File: src/rtl/slc3_pkg.sv
// Shared definitions for the SLC-3 memory/IO bridge.
//   state_e         : bridge FSM states (program copy, then normal CPU service)
//   IO_ADDR_DEFAULT : memory-mapped switch / hex-display word address
package slc3_pkg;

  typedef enum logic {
    ST_INIT = 1'b0,
    ST_RUN  = 1'b1
  } state_e;

  localparam logic [15:0] IO_ADDR_DEFAULT = 16'hFFFF;

endpackage

File: src/rtl/mem_io_bridge_sync_2ff.sv
// Two-flop synchronizer for asynchronous board inputs.
//   clk   : destination clock
//   reset : asynchronous active-high reset, clears both stages
//   d_i   : asynchronous input bus
//   q_o   : synchronized output (two clk edges of latency)
module sync_2ff #(
  parameter int unsigned WIDTH = 16
) (
  input  logic             clk,
  input  logic             reset,
  input  logic [WIDTH-1:0] d_i,
  output logic [WIDTH-1:0] q_o
);

  logic [WIDTH-1:0] meta_q;
  logic [WIDTH-1:0] sync_q;

  always_ff @(posedge clk or posedge reset) begin
    if (reset) begin
      meta_q <= '0;
      sync_q <= '0;
    end else begin
      meta_q <= d_i;
      sync_q <= meta_q;
    end
  end

  assign q_o = sync_q;

endmodule

File: src/rtl/mem_io_bridge.sv
// Bridge between the CPU memory port, a word RAM, a program ROM and the
// memory-mapped switch/hex IO location.
// After reset it copies INIT_WORDS words ROM->RAM (init_busy=1 holds the CPU
// in reset), then services one CPU request per cycle:
//   clk, reset                  : clock, asynchronous active-high reset
//   mem_addr/mem_wdata          : CPU word address / write data
//   mem_mem_ena/mem_wr_ena      : CPU request strobe / write select
//   mem_rdata                   : read data, valid one cycle after a read
//   sw_i / hex_o                : board switches in / hex display register out
//   init_busy                   : program copy in progress
//   rom_addr/rom_data           : program ROM (combinational read)
//   ram_en/ram_we/ram_addr/ram_wdata/ram_rdata : synchronous RAM port
module mem_io_bridge #(
  parameter int unsigned ADDR_W     = 10,
  parameter int unsigned INIT_WORDS = 256,
  parameter logic [15:0] IO_ADDR    = slc3_pkg::IO_ADDR_DEFAULT
) (
  input  logic              clk,
  input  logic              reset,
  input  logic [15:0]       mem_addr,
  input  logic [15:0]       mem_wdata,
  input  logic              mem_mem_ena,
  input  logic              mem_wr_ena,
  output logic [15:0]       mem_rdata,
  input  logic [15:0]       sw_i,
  output logic [15:0]       hex_o,
  output logic              init_busy,
  output logic [ADDR_W-1:0] rom_addr,
  input  logic [15:0]       rom_data,
  output logic              ram_en,
  output logic              ram_we,
  output logic [ADDR_W-1:0] ram_addr,
  output logic [15:0]       ram_wdata,
  input  logic [15:0]       ram_rdata
);

  import slc3_pkg::*;

  localparam logic [ADDR_W-1:0] LAST_WORD = ADDR_W'(INIT_WORDS - 1);

  state_e            state_q, state_d;
  logic [ADDR_W-1:0] cnt_q, cnt_d;
  logic [15:0]       hex_q, hex_d;
  logic [15:0]       io_q, io_d;
  logic              sel_q, sel_d;
  logic [15:0]       sw_sync;
  logic              is_io;

  sync_2ff #(.WIDTH(16)) u_sw_sync (
    .clk   (clk),
    .reset (reset),
    .d_i   (sw_i),
    .q_o   (sw_sync)
  );

  assign is_io = (mem_addr == IO_ADDR);

  always_comb begin
    state_d   = state_q;
    cnt_d     = cnt_q;
    hex_d     = hex_q;
    io_d      = io_q;
    sel_d     = sel_q;
    ram_en    = 1'b0;
    ram_we    = 1'b0;
    ram_addr  = '0;
    ram_wdata = '0;
    rom_addr  = cnt_q;

    unique case (state_q)
      ST_INIT: begin
        // Reset forces INIT asynchronously; gating with reset keeps the
        // copy write strobe quiet for as long as reset is held.
        ram_en    = !reset;
        ram_we    = !reset;
        ram_addr  = cnt_q;
        ram_wdata = rom_data;
        cnt_d     = cnt_q + ADDR_W'(1);
        if (cnt_q == LAST_WORD) begin
          state_d = ST_RUN;
        end
      end
      ST_RUN: begin
        if (mem_mem_ena) begin
          if (is_io) begin
            if (mem_wr_ena) begin
              hex_d = mem_wdata;
            end else begin
              io_d = sw_sync;
            end
          end else begin
            ram_en    = 1'b1;
            ram_we    = mem_wr_ena;
            ram_addr  = mem_addr[ADDR_W-1:0];
            ram_wdata = mem_wdata;
          end
          // Only reads move the return-data mux, so mem_rdata holds across
          // writes and idle cycles.
          if (!mem_wr_ena) begin
            sel_d = is_io;
          end
        end
      end
    endcase
  end

  always_ff @(posedge clk or posedge reset) begin
    if (reset) begin
      state_q <= ST_INIT;
      cnt_q   <= '0;
      hex_q   <= '0;
      io_q    <= '0;
      sel_q   <= 1'b0;
    end else begin
      state_q <= state_d;
      cnt_q   <= cnt_d;
      hex_q   <= hex_d;
      io_q    <= io_d;
      sel_q   <= sel_d;
    end
  end

  assign init_busy = (state_q == ST_INIT);
  assign hex_o     = hex_q;
  assign mem_rdata = (state_q == ST_RUN) ? (sel_q ? io_q : ram_rdata) : '0;

endmodule

File: config.mk
export PLATFORM = sky130hd
export DESIGN_NAME = mem_io_bridge
export DESIGN_NICKNAME = d
export VERILOG_FILES = /design/src/rtl/slc3_pkg.sv /design/src/rtl/mem_io_bridge_sync_2ff.sv /design/src/rtl/mem_io_bridge.sv
export SDC_FILE = /design/constraint.sdc
export NUM_CORES = 1
export LEC_CHECK = 0
export BUFFER_PORTS_ARGS = -buffer_cell sky130_fd_sc_hd__buf_2
export CORE_ASPECT_RATIO = 1.2
export CORE_MARGIN = 2
export CORE_UTILIZATION = 38
export CTS_BUF_LIST = sky130_fd_sc_hd__clkbuf_4 sky130_fd_sc_hd__clkbuf_8 sky130_fd_sc_hd__clkbuf_16
export DETAILED_ROUTE_END_ITERATION = 12
export GPL_TIMING_DRIVEN = 1
export PLACE_DENSITY = 0.69
export SYNTH_ARGS = -nofsm -noshare
export SYNTH_HDL_FRONTEND = slang
export SYNTH_SLANG_ARGS = --single-unit
File: constraint.sdc
create_clock -name clk -period 4.6 [get_ports clk]
set_clock_uncertainty 0.1 [all_clocks]
set_input_delay 0.92 -clock clk [delete_from_list [all_inputs] [get_ports clk]]
set_output_delay 0.92 -clock clk [all_outputs]
set_load 0.1 [all_outputs]
**Word-level counts from Yosys, hierarchy flattened**

Cells that the tools add are included.

- $add $sub $neg: 1
- Bitwise operators: 2
- Eq/ne operators: 2
- Shift operators: 0
- $mul: 0
- Muxes and demuxes: 16
- Reductions and logical operators: 4
- Magnitude comparators: 0
- Div/mod/pow operators: 0

Operators by type and width:

| kind | number |
|---|---|
| 16-bit 2-to-1 mux | 4 |
| 16-bit case mux with 2 select lines | 1 |
| 10-bit 2-to-1 mux | 2 |
| 10-bit case mux with 2 select lines | 1 |
| 16-bit == test, second input constant | 1 |
| 10-bit by 1-bit adder with 10-bit output, second input constant | 1 |
| 10-bit by 8-bit == test with 1-bit output, second input constant | 1 |
| 4-bit AND reduction | 2 |
| 1-bit 2-to-1 mux | 6 |
| 1-bit case mux with 2 select lines | 2 |
| 3-bit AND reduction | 1 |
| 1-bit NOT | 2 |
| 1-bit zero test | 1 |

- Bits in latches: 0
- Memories: 0
- RAM bits: 0
- Output and inout port bits: 71
- Memory bits (read-only): 0
- Bits in registers: 76

**Depth between registers and ports, before layout**

- Depth in word-level cells: 4
- Mapped depth: 6
- Depth with buffers taken out: 4

**By module**

Synthesis repeated with hierarchy kept, for this count alone.

- Cells, all modules: 220
- Area total of the unflattened synthesis: 3062.9 µm²

By module, submodules not included:

| module | area an instance (µm²) | times used | cells each |
|---|---|---|---|
| mem_io_bridge | 2258.4 | 1 | 187 |
| sync_2ff | 804.5 | 1 | 33 |

**Worst setup path after synthesis**

OpenSTA, ideal clock, no wires.

- Kind: input -> output
- From: in reset
- To: out ram_we
- Data arrival time: 3490 ps
- Buffers on the path: 0
- Stages on the path: 2
- Data required time: 3580 ps
- Setup slack: 90 ps
- Cells stage by stage: inv_1 a22o_1

- Cells in the longest elaborated chain, start to end: 2

Ends and longest elaborated chain:

| element | line | text |
|---|---|---|
| from (decl) | mem_io_bridge.sv:19 | `input logic reset,` |
| 1-bit zero test (no line) | n/a |  |
| 1-bit case mux with 2 select lines | mem_io_bridge.sv:70 | `unique case (state_q)` |
| to (decl) | mem_io_bridge.sv:31 | `output logic ram_we,` |

No other way between the ends.

**Worst setup path after layout**

- From: in mem_addr[5]
- To: out ram_wdata[15]

- Cells in the longest elaborated chain, start to end: 4

Ends and longest elaborated chain:

| element | line | text |
|---|---|---|
| from (decl) | mem_io_bridge.sv:20 | `input logic [15:0] mem_addr,` |
| 16-bit == test | mem_io_bridge.sv:56 | `assign is_io = (mem_addr == IO_ADDR);` |
| 16-bit 2-to-1 mux | mem_io_bridge.sv:85 | `if (is_io) begin` |
| 16-bit 2-to-1 mux | mem_io_bridge.sv:84 | `if (mem_mem_ena) begin` |
| 16-bit case mux with 2 select lines | mem_io_bridge.sv:70 |  |
| to (decl) | mem_io_bridge.sv:33 | `output logic [15:0] ram_wdata,` |

No other way between the ends.

==> impl_metrics.json <==
{
  "outcome": "completed",
  "synth_cell_types": 22,
  "ant_nets": 0,
  "drt-pass1-iter-count": 4,
  "wl_um": 6640,
  "final_cell_mix": "buf_2, dfrtp_1, mux2_2, a22o_1, nor2_1",
  "fmax_mhz": 279,
  "startpoint_type": "primary input",
  "yosys.area.top_type": "dfrtp_1",
  "fillers": 698,
  "drt_iter0_drc": 95,
  "yosysSeqAreaShare_pct": 62.1,
  "vias_per_cell": 4.80,
  "finalHoldViolations": 0,
  "synth_nets": 304,
  "cts.htree.levels": 3,
  "insertion_delay_ns": 0.35,
  "ys_seq_elements": 76,
  "grt_setup_unrepaired": "false",
  "grt_util_all_layers_pct": 15.6,
  "core_um2": 7750,
  "min_period_ns": 3.59,
  "fin_hold_ws_ns": 0.251,
  "route.detailed.drc": 0,
  "die_y_um": 102,
  "wl_per_cell_um": 14.1,
  "post_cts_buffers": 0,
  "relSlewSlack_pct": 20.5,
  "crit_fanout": 21,
  "yosys_warnings": 0,
  "path_class": "in2out",
  "numCtsBuffers": 9,
  "slew_violations": 0,
  "gp_congestion": 0.724,
  "p_leak_nw": 2.19,
  "grt_pass1_vias": 2208,
  "arrival_ns": 2.57,
  "cp_top_family": "simple AND/OR/NAND/NOR gates",
  "crit_required_ns": 3.58,
  "cts_tree": "built",
  "ioPinCount": 155,
  "end_kind": "output pin",
  "avgSynthCellArea_um2": 14.0,
  "multi_input_area_um2": 1100,
  "crit_slowest_cell": "nor4_4",
  "syn2layout_area_growth_pct": 34.1,
  "dpl.hpwl_um": 4740,
  "grt_max_degree": 77,
  "drive_above_1_share_pct": 55.5,
  "cts.sinks": 76,
  "pwr_density_cell_nw_per_um2": 317,
  "setup_viol": 0,
  "cp_cell_sequence": "buf_2, nand4_1, nor4_4, nor2_2, buf_4, a22o_1, buf_2",
  "cp_common_cell": "buf_2",
  "worstMarginPinSlew_ns": 1.19,
  "grt_overflow": 0,
  "grt_pass1_wl_um": 10500,
  "cts_root_buf": "clkbuf_8",
  "die_w_um": 85.9,
  "timing.final.crit_share_pct": 78.0,
  "crit_path_max_incr_delay_ns": 0.45,
  "holdCritPathClass": "reg2reg",
  "dieArea_um2": 8790,
  "maxCapViolCount": 0,
  "setup_tns_ns": 0,
  "antenna_found_initial": 0,
  "final_common_cell": "buf_2",
  "clockBufferDepth": 2,
  "syn_area_um2": 3060,
  "port_buffers": 154,
  "nets": 460,
  "rows": 35,
  "layout.area.seq_um2": 1900,
  "synthTopCellsByArea": "dfrtp_1, mux2_2, a22o_1, mux2i_1, xnor2_1",
  "clk_pin_slew_ns": 0.08,
  "hold_buffers": 0,
  "vdd_drop_max_v": 0.000234,
  "initial_core_util_pct": 39.5,
  "worst-path-buf-inv": 3,
  "netlist.area_leader.share_pct": 62.1,
  "synth_cells": 219,
  "vias": 2265,
  "diodes": 0,
  "cts_resized": 0
}
-- logic make-up (layout without fill, tap and decap cells) --
group,Yosys count,after routing,share of synthesized area [%]
compound gates,29,29,8.09
xor+xnor,9,9,2.57
fa+ha+maj,1,1,0.409
buf+inv,14,175,2.17
flops,76,76,62.1
mux,49,49,17.4
simple gates,41,41,7.27
-- power by group --
| group | switching, mW | internal, mW | leakage [nW] |
|---|---|---|---|
| registers | 0.00339 | 0.681 | 0.973 |
| clock network | 0.261 | 0.220 | 0.0954 |
| logic | 0.0944 | 0.0402 | 1.12 |
-- metrics by stage --
step,area [um^2],utilization [%],cells,worst slack (ns),total power [mW]
floorplan,3060,-,219,0.0903,0.782
detailed placement,3920,50.5,456,1.01,0.835
global route,4110,53.0,472,0.930,1.36
CTS,4110,53.0,472,1.00,1.32
global placement,3920,50.5,456,1.04,0.832
finish,4110,53.0,472,1.01,1.30
-- cells in the mapped netlist --
| master | number |
|---|---|
| mux2i_1 | 16 |
| nand4_1 | 6 |
| nand4_4 | 1 |
| buf_2 | 2 |
| nor4_4 | 1 |
| inv_1 | 2 |
| nor2_1 | 19 |
| buf_4 | 1 |
| clkbuf_1 | 8 |
| nand3_1 | 5 |
| xnor2_1 | 9 |
| buf_6 | 1 |
| a22o_1 | 27 |
| nand2_1 | 5 |
| dfrtp_1 | 76 |
| o21ai_0 | 1 |
| and3_1 | 2 |
| mux2_2 | 33 |
| ha_1 | 1 |
| nand2_2 | 1 |
| and4_1 | 1 |
| o22ai_1 | 1 |
-- area by class of cell --
cell class                 count  area share [%]
sequential                    76            46.3
multi-input combinational    129            26.7
timing repair buffer         157            19.3
clock buffer                  10            3.35
tap                           92            2.80
clock inverter                 6            1.31
inverter                       2           0.213
-- state kept, by name, summed over array words and instances, names as in the netlist --
| name | flops |
|---|---|
| rom_addr | 10 |
| u_sw_sync.q_o | 16 |
| io_q | 16 |
| state_q | 1 |
| u_sw_sync.meta_q | 16 |
| sel_q | 1 |
| hex_o | 16 |
-- layer usage --
layer	global-route usage (%)	part of all wire, %
met5	0	0
met4	6.23	1.2
met3	4.28	6.6
met2	26.8	50
met1	18.5	42
-- path summary, 6_finish.rpt --
kind | slack [ns] | depth (start not counted) | endpoint | startpoint
worst min register to register | 0.25 | 0 | u_sw_sync.q_o[4] | u_sw_sync.meta_q[4]
worst min-delay path | 0.25 | 0 | u_sw_sync.q_o[4] | u_sw_sync.meta_q[4]
worst max-delay path | 1.01 | 7 | ram_wdata[15] | mem_addr[5]
min in group asynchronous | 0.76 | 3 | hex_o[10] | reset
max in group asynchronous | 3.02 | 3 | u_sw_sync.meta_q[4] | reset
worst max register to register | 2.11 | 5 | rom_addr[5] | state_q
-- worst reg2reg max path: cells and delay by family, from the launching register on --
family / cells / cell delay, ns
xor+xnor: 1 / 0.15
buf+inv: 2 / 1.26
flops: 1 / 0.47
simple gates: 2 / 0.40
Power figures use the tool's default switching activity.
